===== config.mk =====
export PLATFORM = sky130hd
export DESIGN_NAME = target_frame_ctrl
export DESIGN_NICKNAME = d
export VERILOG_FILES = /design/src/rtl/target_frame_ctrl.sv
export SDC_FILE = /design/constraint.sdc
export NUM_CORES = 1
export LEC_CHECK = 0
export CAP_MARGIN = 20
export CORE_MARGIN = 10
export CORE_UTILIZATION = 45
export CTS_BUF_LIST = sky130_fd_sc_hd__clkbuf_4 sky130_fd_sc_hd__clkbuf_8
export DETAILED_ROUTE_END_ITERATION = 12
export PLACE_DENSITY = 0.88
export SYNTH_ARGS = -nofsm -noshare
export SYNTH_HDL_FRONTEND = slang
export SYNTH_SLANG_ARGS = --single-unit

===== constraint.sdc =====
create_clock -name clk_in -period 3.2 [get_ports clk_in]
set_clock_uncertainty 0.1 [all_clocks]
set_input_delay 0.48 -clock clk_in [delete_from_list [all_inputs] [get_ports clk_in]]
set_output_delay 0.48 -clock clk_in [all_outputs]
set_load 0.02 [all_outputs]

===== src/rtl/target_frame_ctrl.sv =====
// Frame sequencer between the marker detector and pose logic: restarts the detector per frame,
// snapshots its results at frame end, tracks per-target lock and hands frames out via valid/ready.
// Build option TARGET_AVG_EN: locked, valid targets are smoothed as (previous + new) >> 1.
module target_frame_ctrl #(
  parameter int NUM_TARGETS   = 4,
  parameter int SCREEN_WIDTH  = 1280,
  parameter int SCREEN_HEIGHT = 720,
  parameter int LOCK_FRAMES   = 3,
  parameter int XW            = $clog2(SCREEN_WIDTH),
  parameter int YW            = $clog2(SCREEN_HEIGHT) + 1
) (
  input  logic                      clk_in,
  input  logic                      rst_in,
  input  logic                      enable_in,
  input  logic [XW-1:0]             hcount_in,
  input  logic [YW-1:0]             vcount_in,
  input  logic [NUM_TARGETS*XW-1:0] det_x_in,
  input  logic [NUM_TARGETS*YW-1:0] det_y_in,
  input  logic [NUM_TARGETS*YW-1:0] det_diam_in,
  input  logic [NUM_TARGETS-1:0]    det_valid_in,
  output logic                      det_start_out,
  output logic [NUM_TARGETS*XW-1:0] tgt_x_out,
  output logic [NUM_TARGETS*YW-1:0] tgt_y_out,
  output logic [NUM_TARGETS*YW-1:0] tgt_diam_out,
  output logic [NUM_TARGETS-1:0]    tgt_valid_out,
  output logic [NUM_TARGETS-1:0]    tgt_lock_out,
  output logic                      out_valid_out,
  input  logic                      out_ready_in,
  output logic [7:0]                drop_count_out,
  output logic [2:0]                state_out
);

  // state   | meaning
  // IDLE    | stopped, waiting for enable_in
  // ARM     | waiting for frame start to restart the detector
  // CAPTURE | detector running, waiting for frame end
  // LATCH   | one cycle: snapshot detector results, update lock
  // PRESENT | snapshot offered to consumer until handshake
  typedef enum logic [2:0] {
    S_IDLE    = 3'd0,
    S_ARM     = 3'd1,
    S_CAPTURE = 3'd2,
    S_LATCH   = 3'd3,
    S_PRESENT = 3'd4
  } state_e;

  localparam logic [XW-1:0] H_LAST   = XW'(SCREEN_WIDTH - 1);
  localparam logic [YW-1:0] V_LAST   = YW'(SCREEN_HEIGHT - 1);
  localparam logic [3:0]    LOCK_MAX = 4'(LOCK_FRAMES);

  state_e state_q, state_d;

  logic                      out_valid_q;
  logic [7:0]                drop_q;
  logic [NUM_TARGETS*XW-1:0] tgt_x_q, tgt_x_d;
  logic [NUM_TARGETS*YW-1:0] tgt_y_q, tgt_y_d;
  logic [NUM_TARGETS*YW-1:0] tgt_diam_q, tgt_diam_d;
  logic [NUM_TARGETS-1:0]    tgt_valid_q;
  logic [NUM_TARGETS-1:0]    tgt_lock_q, tgt_lock_d;
  logic [NUM_TARGETS*4-1:0]  lock_cnt_q, lock_cnt_d;

  logic sof, eof, handshake;

  assign sof       = (hcount_in == '0) && (vcount_in == '0);
  assign eof       = (hcount_in == H_LAST) && (vcount_in == V_LAST);
  assign handshake = out_valid_q & out_ready_in;

  always_ff @(posedge clk_in or negedge rst_in) begin
    if (!rst_in) begin
      state_q <= S_IDLE;
    end else begin
      state_q <= state_d;
    end
  end

  always_comb begin
    state_d = state_q;
    case (state_q)
      S_IDLE: begin
        if (enable_in) state_d = S_ARM;
      end
      S_ARM: begin
        if (!enable_in) state_d = S_IDLE;
        else if (sof)   state_d = S_CAPTURE;
      end
      S_CAPTURE: begin
        if (!enable_in) state_d = S_IDLE;
        else if (eof)   state_d = S_LATCH;
      end
      S_LATCH: begin
        state_d = S_PRESENT;
      end
      S_PRESENT: begin
        // a same-cycle frame start loses to the handshake; the detector restarts next frame
        if (handshake) state_d = enable_in ? S_ARM : S_IDLE;
      end
      default: begin
        state_d = S_IDLE;
      end
    endcase
  end

  always_comb begin
    det_start_out = 1'b0;
    if (state_q == S_ARM && enable_in && sof) det_start_out = 1'b1;
  end

  for (genvar g = 0; g < NUM_TARGETS; g++) begin : g_slot
    logic [3:0] cnt_cur;
    logic [3:0] cnt_upd;

    assign cnt_cur = lock_cnt_q[g*4 +: 4];

    always_comb begin
      cnt_upd = 4'd0;
      if (det_valid_in[g]) begin
        cnt_upd = (cnt_cur >= LOCK_MAX) ? LOCK_MAX : cnt_cur + 4'd1;
      end
    end

    assign lock_cnt_d[g*4 +: 4] = cnt_upd;
    assign tgt_lock_d[g]        = (cnt_upd == LOCK_MAX);

`ifdef TARGET_AVG_EN
    logic          avg_sel;
    logic [XW:0]   sum_x;
    logic [YW:0]   sum_y;
    logic [YW:0]   sum_d;

    // smoothing keys off the lock flag from before this frame's update
    assign avg_sel = det_valid_in[g] & tgt_lock_q[g];
    assign sum_x   = {1'b0, tgt_x_q[g*XW +: XW]}    + {1'b0, det_x_in[g*XW +: XW]};
    assign sum_y   = {1'b0, tgt_y_q[g*YW +: YW]}    + {1'b0, det_y_in[g*YW +: YW]};
    assign sum_d   = {1'b0, tgt_diam_q[g*YW +: YW]} + {1'b0, det_diam_in[g*YW +: YW]};

    assign tgt_x_d[g*XW +: XW]    = avg_sel ? sum_x[XW:1] : det_x_in[g*XW +: XW];
    assign tgt_y_d[g*YW +: YW]    = avg_sel ? sum_y[YW:1] : det_y_in[g*YW +: YW];
    assign tgt_diam_d[g*YW +: YW] = avg_sel ? sum_d[YW:1] : det_diam_in[g*YW +: YW];
`else
    assign tgt_x_d[g*XW +: XW]    = det_x_in[g*XW +: XW];
    assign tgt_y_d[g*YW +: YW]    = det_y_in[g*YW +: YW];
    assign tgt_diam_d[g*YW +: YW] = det_diam_in[g*YW +: YW];
`endif
  end

  always_ff @(posedge clk_in or negedge rst_in) begin
    if (!rst_in) begin
      out_valid_q <= 1'b0;
      drop_q      <= 8'd0;
      tgt_x_q     <= '0;
      tgt_y_q     <= '0;
      tgt_diam_q  <= '0;
      tgt_valid_q <= '0;
      tgt_lock_q  <= '0;
      lock_cnt_q  <= '0;
    end else begin
      // PRESENT is only ever entered from LATCH, so valid rises the cycle after LATCH
      out_valid_q <= (state_d == S_PRESENT);
      if (state_q == S_PRESENT && !handshake && sof && drop_q != 8'hFF) begin
        drop_q <= drop_q + 8'd1;
      end
      if (state_q == S_LATCH) begin
        tgt_x_q     <= tgt_x_d;
        tgt_y_q     <= tgt_y_d;
        tgt_diam_q  <= tgt_diam_d;
        tgt_valid_q <= det_valid_in;
        tgt_lock_q  <= tgt_lock_d;
        lock_cnt_q  <= lock_cnt_d;
      end
    end
  end

  assign out_valid_out  = out_valid_q;
  assign drop_count_out = drop_q;
  assign tgt_x_out      = tgt_x_q;
  assign tgt_y_out      = tgt_y_q;
  assign tgt_diam_out   = tgt_diam_q;
  assign tgt_valid_out  = tgt_valid_q;
  assign tgt_lock_out   = tgt_lock_q;
  assign state_out      = state_q;

endmodule


==> summary.md <==
| Metric | Value |
|---|---|
| Final Cycle Share | `0.951` |
| Row count | `43` |
| Die area | `19700 um^2` |
| CTS Buf Count | `17` |
| Mean Syn Cell Area | `9.16 um^2` |
| Area growth, synth to finish | `58.0%` |
| Worst Max-Slew Pin Slew | `0.658 ns` |
| Critical-path maximum fanout | `2` |
| Chip height | `140 um` |
| Via count | `5821` |
| Postcts setup bufs | `0` |
| GP Congestion | `0.789` |
| Startpoint types | `input pin` |
| Arr. time, crit path | `2.46 ns` |
| Lkg Pwr | `4.57 nW` |
| Final hold violations | `0` |
| Fill count | `985` |
| Synth cell types | `30` |
| Post-synth ARST share | `1.00` |
| Setup TNS | `0 ns` |
| HPWL Detailed | `15.8 mm` |
| Layout cells sized above 1 | `0.0445` |
| Max Clock Freq | `0.329 GHz` |
| Synth warn | `0` |
| CTS clk-pin slew, worst paths | `0.08 ns` |
| Vias in the first global route | `6272` |
| CP peak stage delay | `0.62 ns` |
| Peak VDD IR | `0.350 mV` |
| DRC | `0` |
| Seq/Total Area, Yosys | `0.644` |
| DR pass1 iterations | `4` |
| Diodes inserted | `0` |
| Mapped Area | `6530 um^2` |
| Hold crit path type | `reg2reg` |
| Critical path type | `in2out` |
| Main synth FF type | `dfrtp_1` |
| CP max-delay cell | `clkdlybuf4s50_1` |
| Tot GR Track Use | `0.211` |
| Syn Nets | `880` |
| Buffers on Ports | `314` |
| Slew Limit Headroom | `0.561` |
| Clock Sinks | `168` |
| CTS Buffer Depth | `2` |
| Worst-Skew Late Latency | `0.44 ns` |
| Clock root cell | `clkbuf_8` |
| Worst path cell trace | `clkdlybuf4s50_1 > nor4_2 > nand4_1 > nor2_1 > nand3b_1 > nor2_1 > clkdlybuf4s50_1` |
| Die width | `140 um` |
| Initial core utilization | `0.465` |
| Cell area after placement | `9860 um^2` |
| Syn Inst Count | `713` |
| I/O pin cnt | `315` |
| Via density | `4.80` |
| DR iter-0 viols | `252` |
| Run status | `finished, final reports clean` |
| FF+latch count, synth | `168` |
| CORE AREA | `14000 um^2` |
| Post-route ant nets | `0` |
| H-tree Lvls | `4` |
| Crit path time final | `3.04 ns` |
| Max Slew Vio Count | `0` |
| # setup viols final | `0` |
| Req. time, crit path | `2.62 ns` |
| Final WL | `21.1 mm` |
| Mean routed wirelength per cell | `17.4 um` |
| Pin count of the biggest net entering global routing | `97` |
| CTS tree | `yes` |
| Initial antenna violation count | `0` |
| P per Cell Area | `392 nW/um^2` |
| First-pass GRT wire length | `33.3 mm` |
| Max-cap viol count | `0` |
| Fin nets | `1187` |
| Post-synth EDFFs | `0` |
| RSZ-0062 raised after global routing | `false` |
| Design Area, Final | `10300 um^2` |
| Critical path endpoint category | `primary output` |
| Total grt overflow | `0` |
cells by family after synthesis:
kind of cell    synth area share
simple gates               0.290
xor+xnor                 0.00939
mux                      0.00172
buf+inv                   0.0215
flops                      0.644
compound gates            0.0243
fa+ha+maj                0.00958
synthesized netlist by cell type, types with 5 or more instances:
cell type | n | share of area
nand4_1 | 8 | 0.0077
ha_1 | 5 | 0.0096
a21oi_1 | 5 | 0.0038
nand2_1 | 424 | 0.24
o211ai_1 | 5 | 0.0057
dfrtp_1 | 168 | 0.64
and2_1 | 8 | 0.0077
o21ai_0 | 16 | 0.012
clkbuf_1 | 28 | 0.016
xnor2_1 | 6 | 0.0080
final timing paths:
| kind | from | endpoint | slack, ns | cells after the start |
|---|---|---|---|---|
| max | hcount_in[6] | det_start_out | 0.16 | 7 |
| min | tgt_diam_out[32] | tgt_diam_out[32] | 0.38 | 2 |
| max reg2reg | state_out[2] | drop_count_out[6] | 1.20 | 5 |
| min reg2reg | tgt_diam_out[32] | tgt_diam_out[32] | 0.38 | 2 |
| max in group asynchronous | rst_in | tgt_diam_out[33] | 1.72 | 3 |
| min in group asynchronous | rst_in | tgt_diam_out[10] | 0.44 | 2 |
per-layer routing:
metal / vias up / track usage / wire (um)
met4: 0 / 0.0625 / 508
met3: 34 / 0.102 / 2260
met2: 246 / 0.348 / 10200
met1: 2712 / 0.236 / 8120
li1: 2829 / - / -
met5: - / 0 / 0
layout make-up:
type                    instances  area [um^2]  share of cell area
clock buffers                  21          277              0.0268
clock inverters                11          170              0.0165
inverters                       4         15.0             0.00146
multi-input cells             508         2190               0.212
flip-flops and latches        168         4200               0.407
well taps                     180          225              0.0218
repair buffers                321         3240               0.314
placed cells by master (no fill, tap or decap), types with 5 or more instances in the layout:
cell	n
a21oi_1	5
nand2_1	424
o211ai_1	5
and2_1	8
nand4_1	8
clkbuf_8	19
dfrtp_1	168
o21ai_0	16
xnor2_1	6
ha_1	5
clkdlybuf4s50_1	313
per-stage QoR:
stage                     setup WS (ns)  instances  hold WS, ns   util  power (W)
after detailed placement          0.159       1180        0.342  0.702    0.00243
after global placement            0.226       1180        0.341  0.702    0.00243
after global routing             0.0440       1213        0.399  0.735    0.00418
after CTS                         0.159       1213        0.382  0.735    0.00408
after floorplan                    1.18        713       0.0844      -    0.00218
final                             0.158       1213        0.375  0.735    0.00404
flip-flops by register name, summed over array words and instances, names as in the netlist:
signal,flops
state_out,3
tgt_x_out,44
tgt_y_out,44
out_valid_out,1
tgt_lock_out,4
lock_cnt_q,16
tgt_diam_out,44
tgt_valid_out,4
drop_count_out,8
critical path: cells and delay by family:
kind | cells | cell delay (ns)
buffers and inverters | 2 | 1.05
AND/OR/NAND/NOR | 5 | 0.93
power by group:
group / total (W) / internal, W / switching (W)
combinational: 0.000263 / 0.000182 / 0.0000816
clock: 0.00166 / 0.000912 / 0.000745
sequential: 0.00212 / 0.00212 / 0.00000127
total: 0.00404 / 0.00322 / 0.000828
timing repair:
item                       CTS  global route
hold buffers                 1             0
gates resized for setup      0             0
setup endpoints to repair    0             0
hold endpoints to repair    47             0
No activity file was read; power rests on OpenSTA's default activity.
